--- config.mk ---
export PLATFORM = sky130hd
export DESIGN_NAME = video_fetch
export DESIGN_NICKNAME = d
export VERILOG_FILES = /design/src/rtl/video_fetch.sv
export SDC_FILE = /design/constraint.sdc
export NUM_CORES = 1
export LEC_CHECK = 0
export CELL_PAD_IN_SITES_DETAIL_PLACEMENT = 0
export CELL_PAD_IN_SITES_GLOBAL_PLACEMENT = 2
export CORE_UTILIZATION = 36
export DETAILED_ROUTE_END_ITERATION = 8
export MAX_ROUTING_LAYER = met4
export PLACE_DENSITY_LB_ADDON = 0.05
export SLEW_MARGIN = 40
export SYNTH_ARGS = -nofsm -noshare
export SYNTH_HDL_FRONTEND = slang
export SYNTH_SLANG_ARGS = --single-unit
--- constraint.sdc ---
create_clock -name mem_phi -period 3.2 [get_ports mem_phi]
set_input_delay 0.8 -clock mem_phi [delete_from_list [all_inputs] [get_ports mem_phi]]
set_output_delay 0.8 -clock mem_phi [all_outputs]
set_load 0.05 [all_outputs]
--- src/rtl/video_fetch.sv ---
// video_fetch
// Video scan-out fetch engine. Walks a raster, fetches frame-buffer bytes
// through the shared memory port during video slots, buffers them in a
// 4-entry FIFO and serialises them MSB first as a 1-bit-per-pixel stream.
//
// Ports:
//   mem_phi   in   1  clock, all state updates on the rising edge
//   rst       in   1  synchronous active-high reset
//   cpu_phi   in   1  high = the current memory slot belongs to video
//   ram_dbo   in   8  RAM read data
//   vid_adr   out 16  video fetch address
//   pixel     out  1  pixel value (0 outside the visible area)
//   active    out  1  high inside the visible area
//   hsync     out  1  active-high horizontal sync
//   vsync     out  1  active-high vertical sync
//   underrun  out  1  sticky: FIFO was empty when a byte was needed
//
// Handshake: the fetch request is implicit. While the fetch FSM is in REQ,
// vid_adr is stable and any edge with cpu_phi=1 is a grant. Read data is
// sampled exactly FETCH_LAT edges after the grant. There is no back-pressure
// on the memory side, so the FSM only enters REQ when a FIFO slot is free.
module video_fetch #(
  parameter logic [15:0] BASE_ADR = 16'h2000,
  parameter int H_ACTIVE  = 256,
  parameter int H_TOTAL   = 320,
  parameter int V_ACTIVE  = 192,
  parameter int V_TOTAL   = 262,
  parameter int HS_START  = 272,
  parameter int HS_LEN    = 24,
  parameter int VS_START  = 220,
  parameter int VS_LEN    = 3,
  parameter int FETCH_LAT = 2
) (
  input  logic        mem_phi,
  input  logic        rst,
  input  logic        cpu_phi,
  input  logic [7:0]  ram_dbo,
  output logic [15:0] vid_adr,
  output logic        pixel,
  output logic        active,
  output logic        hsync,
  output logic        vsync,
  output logic        underrun
);

  localparam int HW          = $clog2(H_TOTAL + 1);
  localparam int VW          = $clog2(V_TOTAL + 1);
  localparam int TOTAL_BYTES = (H_ACTIVE / 8) * V_ACTIVE;
  localparam int BW          = $clog2(TOTAL_BYTES + 1);
  localparam int LW          = (FETCH_LAT > 1) ? $clog2(FETCH_LAT) : 1;

  localparam logic [HW-1:0] H_LAST  = HW'(H_TOTAL - 1);
  localparam logic [HW-1:0] H_ACT   = HW'(H_ACTIVE);
  localparam logic [HW-1:0] HS_S    = HW'(HS_START);
  localparam logic [HW-1:0] HS_E    = HW'(HS_START + HS_LEN);
  localparam logic [VW-1:0] V_LAST  = VW'(V_TOTAL - 1);
  localparam logic [VW-1:0] V_ACT   = VW'(V_ACTIVE);
  localparam logic [VW-1:0] VS_S    = VW'(VS_START);
  localparam logic [VW-1:0] VS_E    = VW'(VS_START + VS_LEN);
  localparam logic [BW-1:0] TOTAL_C = BW'(TOTAL_BYTES);
  localparam logic [LW-1:0] LAT_END = LW'(FETCH_LAT - 1);

  typedef enum logic [1:0] {
    ST_IDLE = 2'd0,
    ST_REQ  = 2'd1,
    ST_WAIT = 2'd2
  } fetch_state_e;

  // Registered state
  logic [HW-1:0] h_cnt_q, h_cnt_d;
  logic [VW-1:0] v_cnt_q, v_cnt_d;
  fetch_state_e  state_q, state_d;
  logic [LW-1:0] lat_q, lat_d;
  logic [15:0]   adr_q, adr_d;
  logic [BW-1:0] fetched_q, fetched_d;
  logic [7:0]    fifo_q [4];
  logic [7:0]    fifo_d [4];
  logic [1:0]    wr_ptr_q, wr_ptr_d;
  logic [1:0]    rd_ptr_q, rd_ptr_d;
  logic [2:0]    count_q, count_d;
  logic [7:0]    shift_q, shift_d;
  logic          pixel_q, pixel_d;
  logic          active_q, active_d;
  logic          hsync_q, hsync_d;
  logic          vsync_q, vsync_d;
  logic          underrun_q, underrun_d;

  // Combinational helpers
  logic       h_wrap;
  logic       restart;
  logic       pop;
  logic       popped;
  logic       push;
  logic [7:0] pop_byte;

  always_comb begin
    // Raster position that the outputs will show after this edge
    h_wrap  = (h_cnt_q == H_LAST);
    h_cnt_d = h_wrap ? '0 : h_cnt_q + 1'b1;
    v_cnt_d = v_cnt_q;
    if (h_wrap) begin
      v_cnt_d = (v_cnt_q == V_LAST) ? '0 : v_cnt_q + 1'b1;
    end
    restart = (v_cnt_q == V_LAST) && (h_cnt_q == '0);

    active_d = (h_cnt_d < H_ACT) && (v_cnt_d < V_ACT);
    hsync_d  = (h_cnt_d >= HS_S) && (h_cnt_d < HS_E);
    vsync_d  = (v_cnt_d >= VS_S) && (v_cnt_d < VS_E);

    // Pixel shifter: a new byte is needed at every 8-pixel boundary
    pop        = active_d && (h_cnt_d[2:0] == 3'd0);
    pop_byte   = (count_q == 3'd0) ? 8'h00 : fifo_q[rd_ptr_q];
    popped     = pop && (count_q != 3'd0);
    shift_d    = shift_q;
    pixel_d    = 1'b0;
    underrun_d = underrun_q;
    rd_ptr_d   = rd_ptr_q;
    if (pop) begin
      shift_d = pop_byte;
      pixel_d = pop_byte[7];
      if (count_q == 3'd0) begin
        underrun_d = 1'b1;
      end else begin
        rd_ptr_d = rd_ptr_q + 2'd1;
      end
    end else if (active_d) begin
      shift_d = {shift_q[6:0], 1'b0};
      pixel_d = shift_q[6];
    end

    // Fetch FSM
    state_d   = state_q;
    lat_d     = lat_q;
    adr_d     = adr_q;
    fetched_d = fetched_q;
    push      = 1'b0;
    case (state_q)
      ST_IDLE: ;
      ST_REQ: begin
        if (cpu_phi) begin
          state_d = ST_WAIT;
          lat_d   = '0;
        end
      end
      ST_WAIT: begin
        if (lat_q == LAT_END) begin
          push = 1'b1;
        end else begin
          lat_d = lat_q + 1'b1;
        end
      end
      default: state_d = ST_REQ;
    endcase

    // FIFO write side
    fifo_d   = fifo_q;
    wr_ptr_d = wr_ptr_q;
    if (push) begin
      fifo_d[wr_ptr_q] = ram_dbo;
      wr_ptr_d         = wr_ptr_q + 2'd1;
      fetched_d        = fetched_q + 1'b1;
      // The address parks on the last byte of the frame
      if (fetched_d != TOTAL_C) begin
        adr_d = adr_q + 16'd1;
      end
    end

    count_d = count_q;
    if (push && !popped) begin
      count_d = count_q + 3'd1;
    end else if (!push && popped) begin
      count_d = count_q - 3'd1;
    end

    // REQ is only entered with a free slot, which the outstanding fetch
    // then owns; this keeps pushes from ever landing on a full FIFO.
    if ((state_q == ST_IDLE) || push) begin
      state_d = ((count_d != 3'd4) && (fetched_d != TOTAL_C)) ? ST_REQ : ST_IDLE;
    end

    // Frame restart overrides everything on the fetch side, including a push
    if (restart) begin
      state_d   = ST_REQ;
      lat_d     = '0;
      adr_d     = BASE_ADR;
      fetched_d = '0;
      wr_ptr_d  = '0;
      rd_ptr_d  = '0;
      count_d   = '0;
    end
  end

  always_ff @(posedge mem_phi) begin
    if (rst) begin
      h_cnt_q    <= '0;
      v_cnt_q    <= V_LAST;
      state_q    <= ST_REQ;
      lat_q      <= '0;
      adr_q      <= BASE_ADR;
      fetched_q  <= '0;
      for (int i = 0; i < 4; i++) begin
        fifo_q[i] <= 8'h00;
      end
      wr_ptr_q   <= '0;
      rd_ptr_q   <= '0;
      count_q    <= '0;
      shift_q    <= 8'h00;
      pixel_q    <= 1'b0;
      active_q   <= 1'b0;
      hsync_q    <= 1'b0;
      vsync_q    <= 1'b0;
      underrun_q <= 1'b0;
    end else begin
      h_cnt_q    <= h_cnt_d;
      v_cnt_q    <= v_cnt_d;
      state_q    <= state_d;
      lat_q      <= lat_d;
      adr_q      <= adr_d;
      fetched_q  <= fetched_d;
      fifo_q     <= fifo_d;
      wr_ptr_q   <= wr_ptr_d;
      rd_ptr_q   <= rd_ptr_d;
      count_q    <= count_d;
      shift_q    <= shift_d;
      pixel_q    <= pixel_d;
      active_q   <= active_d;
      hsync_q    <= hsync_d;
      vsync_q    <= vsync_d;
      underrun_q <= underrun_d;
    end
  end

  assign vid_adr  = adr_q;
  assign pixel    = pixel_q;
  assign active   = active_q;
  assign hsync    = hsync_q;
  assign vsync    = vsync_q;
  assign underrun = underrun_q;

endmodule

==> results.sh, run 1 <==
export IMPL_ys_ff_latch=101
export IMPL_worstSetupStartpointType="register"
export IMPL_synth_area_sq_um=5040
export IMPL_yosysTopAreaCellShare_pct=40.12
export IMPL_synth_area_leaders="dfxtp_1 (40%), nand2_1 (7.5%), a21oi_1 (5.2%), nor2_1 (4.4%), xnor2_1 (3.6%)"
export IMPL_synth_edf_count=0
export IMPL_wl_microns=11650
export IMPL_hold_path_class="reg2reg"
export IMPL_register_area_sq_um=2022
export IMPL_rrSetupSlack_ns=0.48
export IMPL_grt_pass1_wl_microns=19200
export IMPL_drtIter0Drc=301
export IMPL_final_antenna_net_count=0
export IMPL_grt_max_degree=60
export IMPL_syn_area_per_cell_sq_um=8.317
export IMPL_maxCapViolCount=0
export IMPL_portBuffers=31
export IMPL_hold_viol=0
export IMPL_tightest_slew_ns=0.6693
export IMPL_p_per_area_nw_per_um2=417.0
export IMPL_die_area_sq_um=14480
export IMPL_fin_crit_ns=2.725
export IMPL_reg2reg_to="vid_adr[8]$_SDFFE_PP0P_"
export IMPL_cp_data_required_time_ns=3.43
export IMPL_crit_start="fetched_q[5]$_SDFF_PP0_"
export IMPL_vias=4150
export IMPL_yosys_warnings=0
export IMPL_hold_buffers=0
export IMPL_cts_num_sinks=101
export IMPL_drc=0
export IMPL_drt_first_pass_iters=4
export IMPL_reg2reg_depth=9
export IMPL_post_cts_resized=0
export IMPL_clock_latency_ns=0.35
export IMPL_setup_violations=0
export IMPL_synth_net_count=630
export IMPL_ys_async_sr_fraction_pct=0
export IMPL_h_tree_depth=3
export IMPL_crit_type="reg2reg"
export IMPL_wire_per_inst_microns=14.62
export IMPL_fin_util_pct=42.55
export IMPL_root_buffer="clkbuf_16"
export IMPL_synthFlopType="dfxtp_1"
export IMPL_nFillCells=1431
export IMPL_cts_setup_buffers=0
export IMPL_r2r_start="fetched_q[5]$_SDFF_PP0_"
export IMPL_synth_cell_types=68
export IMPL_pin_count=32
export IMPL_start_util_pct=37.46
export IMPL_diodes=0
export IMPL_grt_pass1_vias=3831
export IMPL_syn_inst=606
export IMPL_grt_ovfl_total=0
export IMPL_timing_slew_headroom_pct=55.38
export IMPL_fin_setup_tns_ns=0
export IMPL_vias_per_cell=5.207
export IMPL_yosysTopAreaCell="dfxtp_1"
export IMPL_rows=42
export IMPL_hpwl_microns=7814
export IMPL_rsz0062_at_grt="no"
export IMPL_status="complete, no violations"
export IMPL_hold_path_depth=2
export IMPL_drive_above_1_share_pct=7.085
export IMPL_gp_congestion=0.7911
export IMPL_finClkSkew_ns=0.006057
export IMPL_multi_input_area_sq_um=2786
export IMPL_slew_viol_final=0
export IMPL_tritoncts="yes"
export IMPL_grt_usage_pct=17.48
export IMPL_fp_coreArea_sq_um=13450
export IMPL_synth_top_cells_by_count="dfxtp_1 (101), nand2_1 (101), nor2_1 (59), a21oi_1 (52)"
export IMPL_arrival_ns=2.95
export IMPL_p_leak_uw=0.001821
export IMPL_critPathCaptureType="register"
export IMPL_max_freq_mhz=367.0
export IMPL_fin_crit_sh_pct=85.15
export IMPL_min_from="fifo_q[15]$_SDFFE_PP0P_"
export IMPL_cts_buffers=9
export IMPL_die_w_microns=120.3
export IMPL_clkTransAtPathRegs_ns=0.07
export IMPL_area_growth_pct=13.58
export IMPL_peakVddDrop_mv=0.2389
export IMPL_worstHoldEndpoint="fifo_q[15]$_SDFFE_PP0P_"
export IMPL_worst_path_max_fanout=15
export IMPL_die_height_microns=120.3
export IMPL_ys_seq_area_share_pct=40.12
export IMPL_antenna_found_initial=0
export IMPL_cts_buffer_depth=2
export IMPL_final_nets=641
[worst max-delay path: stages, from the launching register on]
cell	delay, ns
dfxtp_1	0.49
nand4_1	0.25
or3_1	0.44
mux2i_1	0.14
o2bb2ai_1	0.13
a41o_1	0.32
buf_4	0.22
nor4_1	0.39
xnor2_1	0.17
nor2_1	0.06
[how the worst max path moves through the flow]
| stage | end | slack [ns] | depth (start not counted) |
|---|---|---|---|
| final | vid_adr[8]$_SDFFE_PP0P_ | 0.48 | 9 |
| after global routing | vid_adr[14]$_SDFFE_PP0P_ | 0.28 | 9 |
| after CTS | vid_adr[8]$_SDFFE_PP0P_ | 0.46 | 9 |
| after detailed placement | vid_adr[8]$_SDFFE_PP0P_ | 0.47 | 9 |
| after global placement | state_q[0]$_SDFFE_PP1P_ | 0.57 | 10 |
| after floorplan | vid_adr[13]$_SDFFE_PP1P_ | 0.77 | 10 |
[kinds of logic after synthesis]
kind of cell,Yosys count,synth area share [%]
AO/OA/AOI/OAI,107,13.16
XOR/XNOR,37,6.430
adder cells (fa/ha/maj),13,3.227
buffers and inverters,54,4.593
flip-flops,101,40.12
multiplexers,14,4.816
AND/OR/NAND/NOR,280,27.66
[power by group]
group / total [uW] / internal, uW / switching, uW
combinational: 77.3 / 26.0 / 51.3
clock: 1040 / 566 / 476
sequential: 1270 / 1260 / 5.93
total: 2390 / 1850 / 533
[sequential cells by signal, indices dropped and copies added (netlist names), 2 cells and up]
register and cells:
rd_ptr_q 2, fetched_q 13, state_q 2, shift_q 7, vid_adr 16, count_q 3
fifo_q 32, v_cnt_q 9, h_cnt_q 9, wr_ptr_q 2
[stage by stage]
stage          power (uW)  setup slack [ns]  hold WS [ns]  cells  instance area [sq um]
2_1_floorplan        1341            0.7681        0.4331    606                   5040
3_3_place_gp         1375            0.5749        0.4390    782                   5446
3_5_place_dp         1375            0.4713        0.4466    782                   5446
4_1_cts              2437            0.4630        0.4561    797                   5724
5_1_grt              2491            0.2768        0.4705    797                   5724
6_report             2387            0.4753        0.4538    797                   5724
[placed cells by master (no fill, tap or decap), types with 4 or more instances in the layout]
master | synthesis | layout
and2_1 | 6 | 6
a22oi_1 | 6 | 6
a21oi_1 | 52 | 52
o21ai_0 | 15 | 15
mux2i_1 | 4 | 4
and3_1 | 7 | 7
nor2_1 | 59 | 59
nand2b_1 | 5 | 5
nand3b_1 | 6 | 6
nand3_1 | 21 | 21
nand2_1 | 101 | 101
clkdlybuf4s50_1 | 0 | 30
mux4_2 | 8 | 8
nor3_1 | 17 | 17
buf_4 | 5 | 7
inv_1 | 16 | 16
a211oi_1 | 6 | 6
ha_1 | 13 | 13
or3_1 | 7 | 7
xnor2_1 | 21 | 21
nand4_1 | 14 | 14
nor4_1 | 9 | 9
xor2_1 | 16 | 16
clkbuf_16 | 0 | 9
dfxtp_1 | 101 | 101
[final cells by class]
class                      count  area share (%)
multi-input combinational    451           48.68
sequential                   101           35.32
timing repair buffer          38           6.251
clock buffer                  12           4.481
tap                          176           3.847
inverter                      16           1.049
clock inverter                 3          0.3716
[layer usage]
layer | global-route usage, % | part of all wire (%) | vias to the layer above
met5 | - | 0 | -
met4 | 6.019 | 0.96 | 0
met3 | 3.538 | 3.0 | 8
met2 | 27.26 | 46 | 60
met1 | 22.56 | 50 | 1947
li1 | - | - | 2135
No activity file was read; power rests on OpenSTA's default activity.
==> run 2: changes to the inputs <==
Settings changed: ABC_CLOCK_PERIOD_IN_PS set to 3200.
==> results of run 2 <==
Final layout, timing and power as in run 1 (identical DEF).
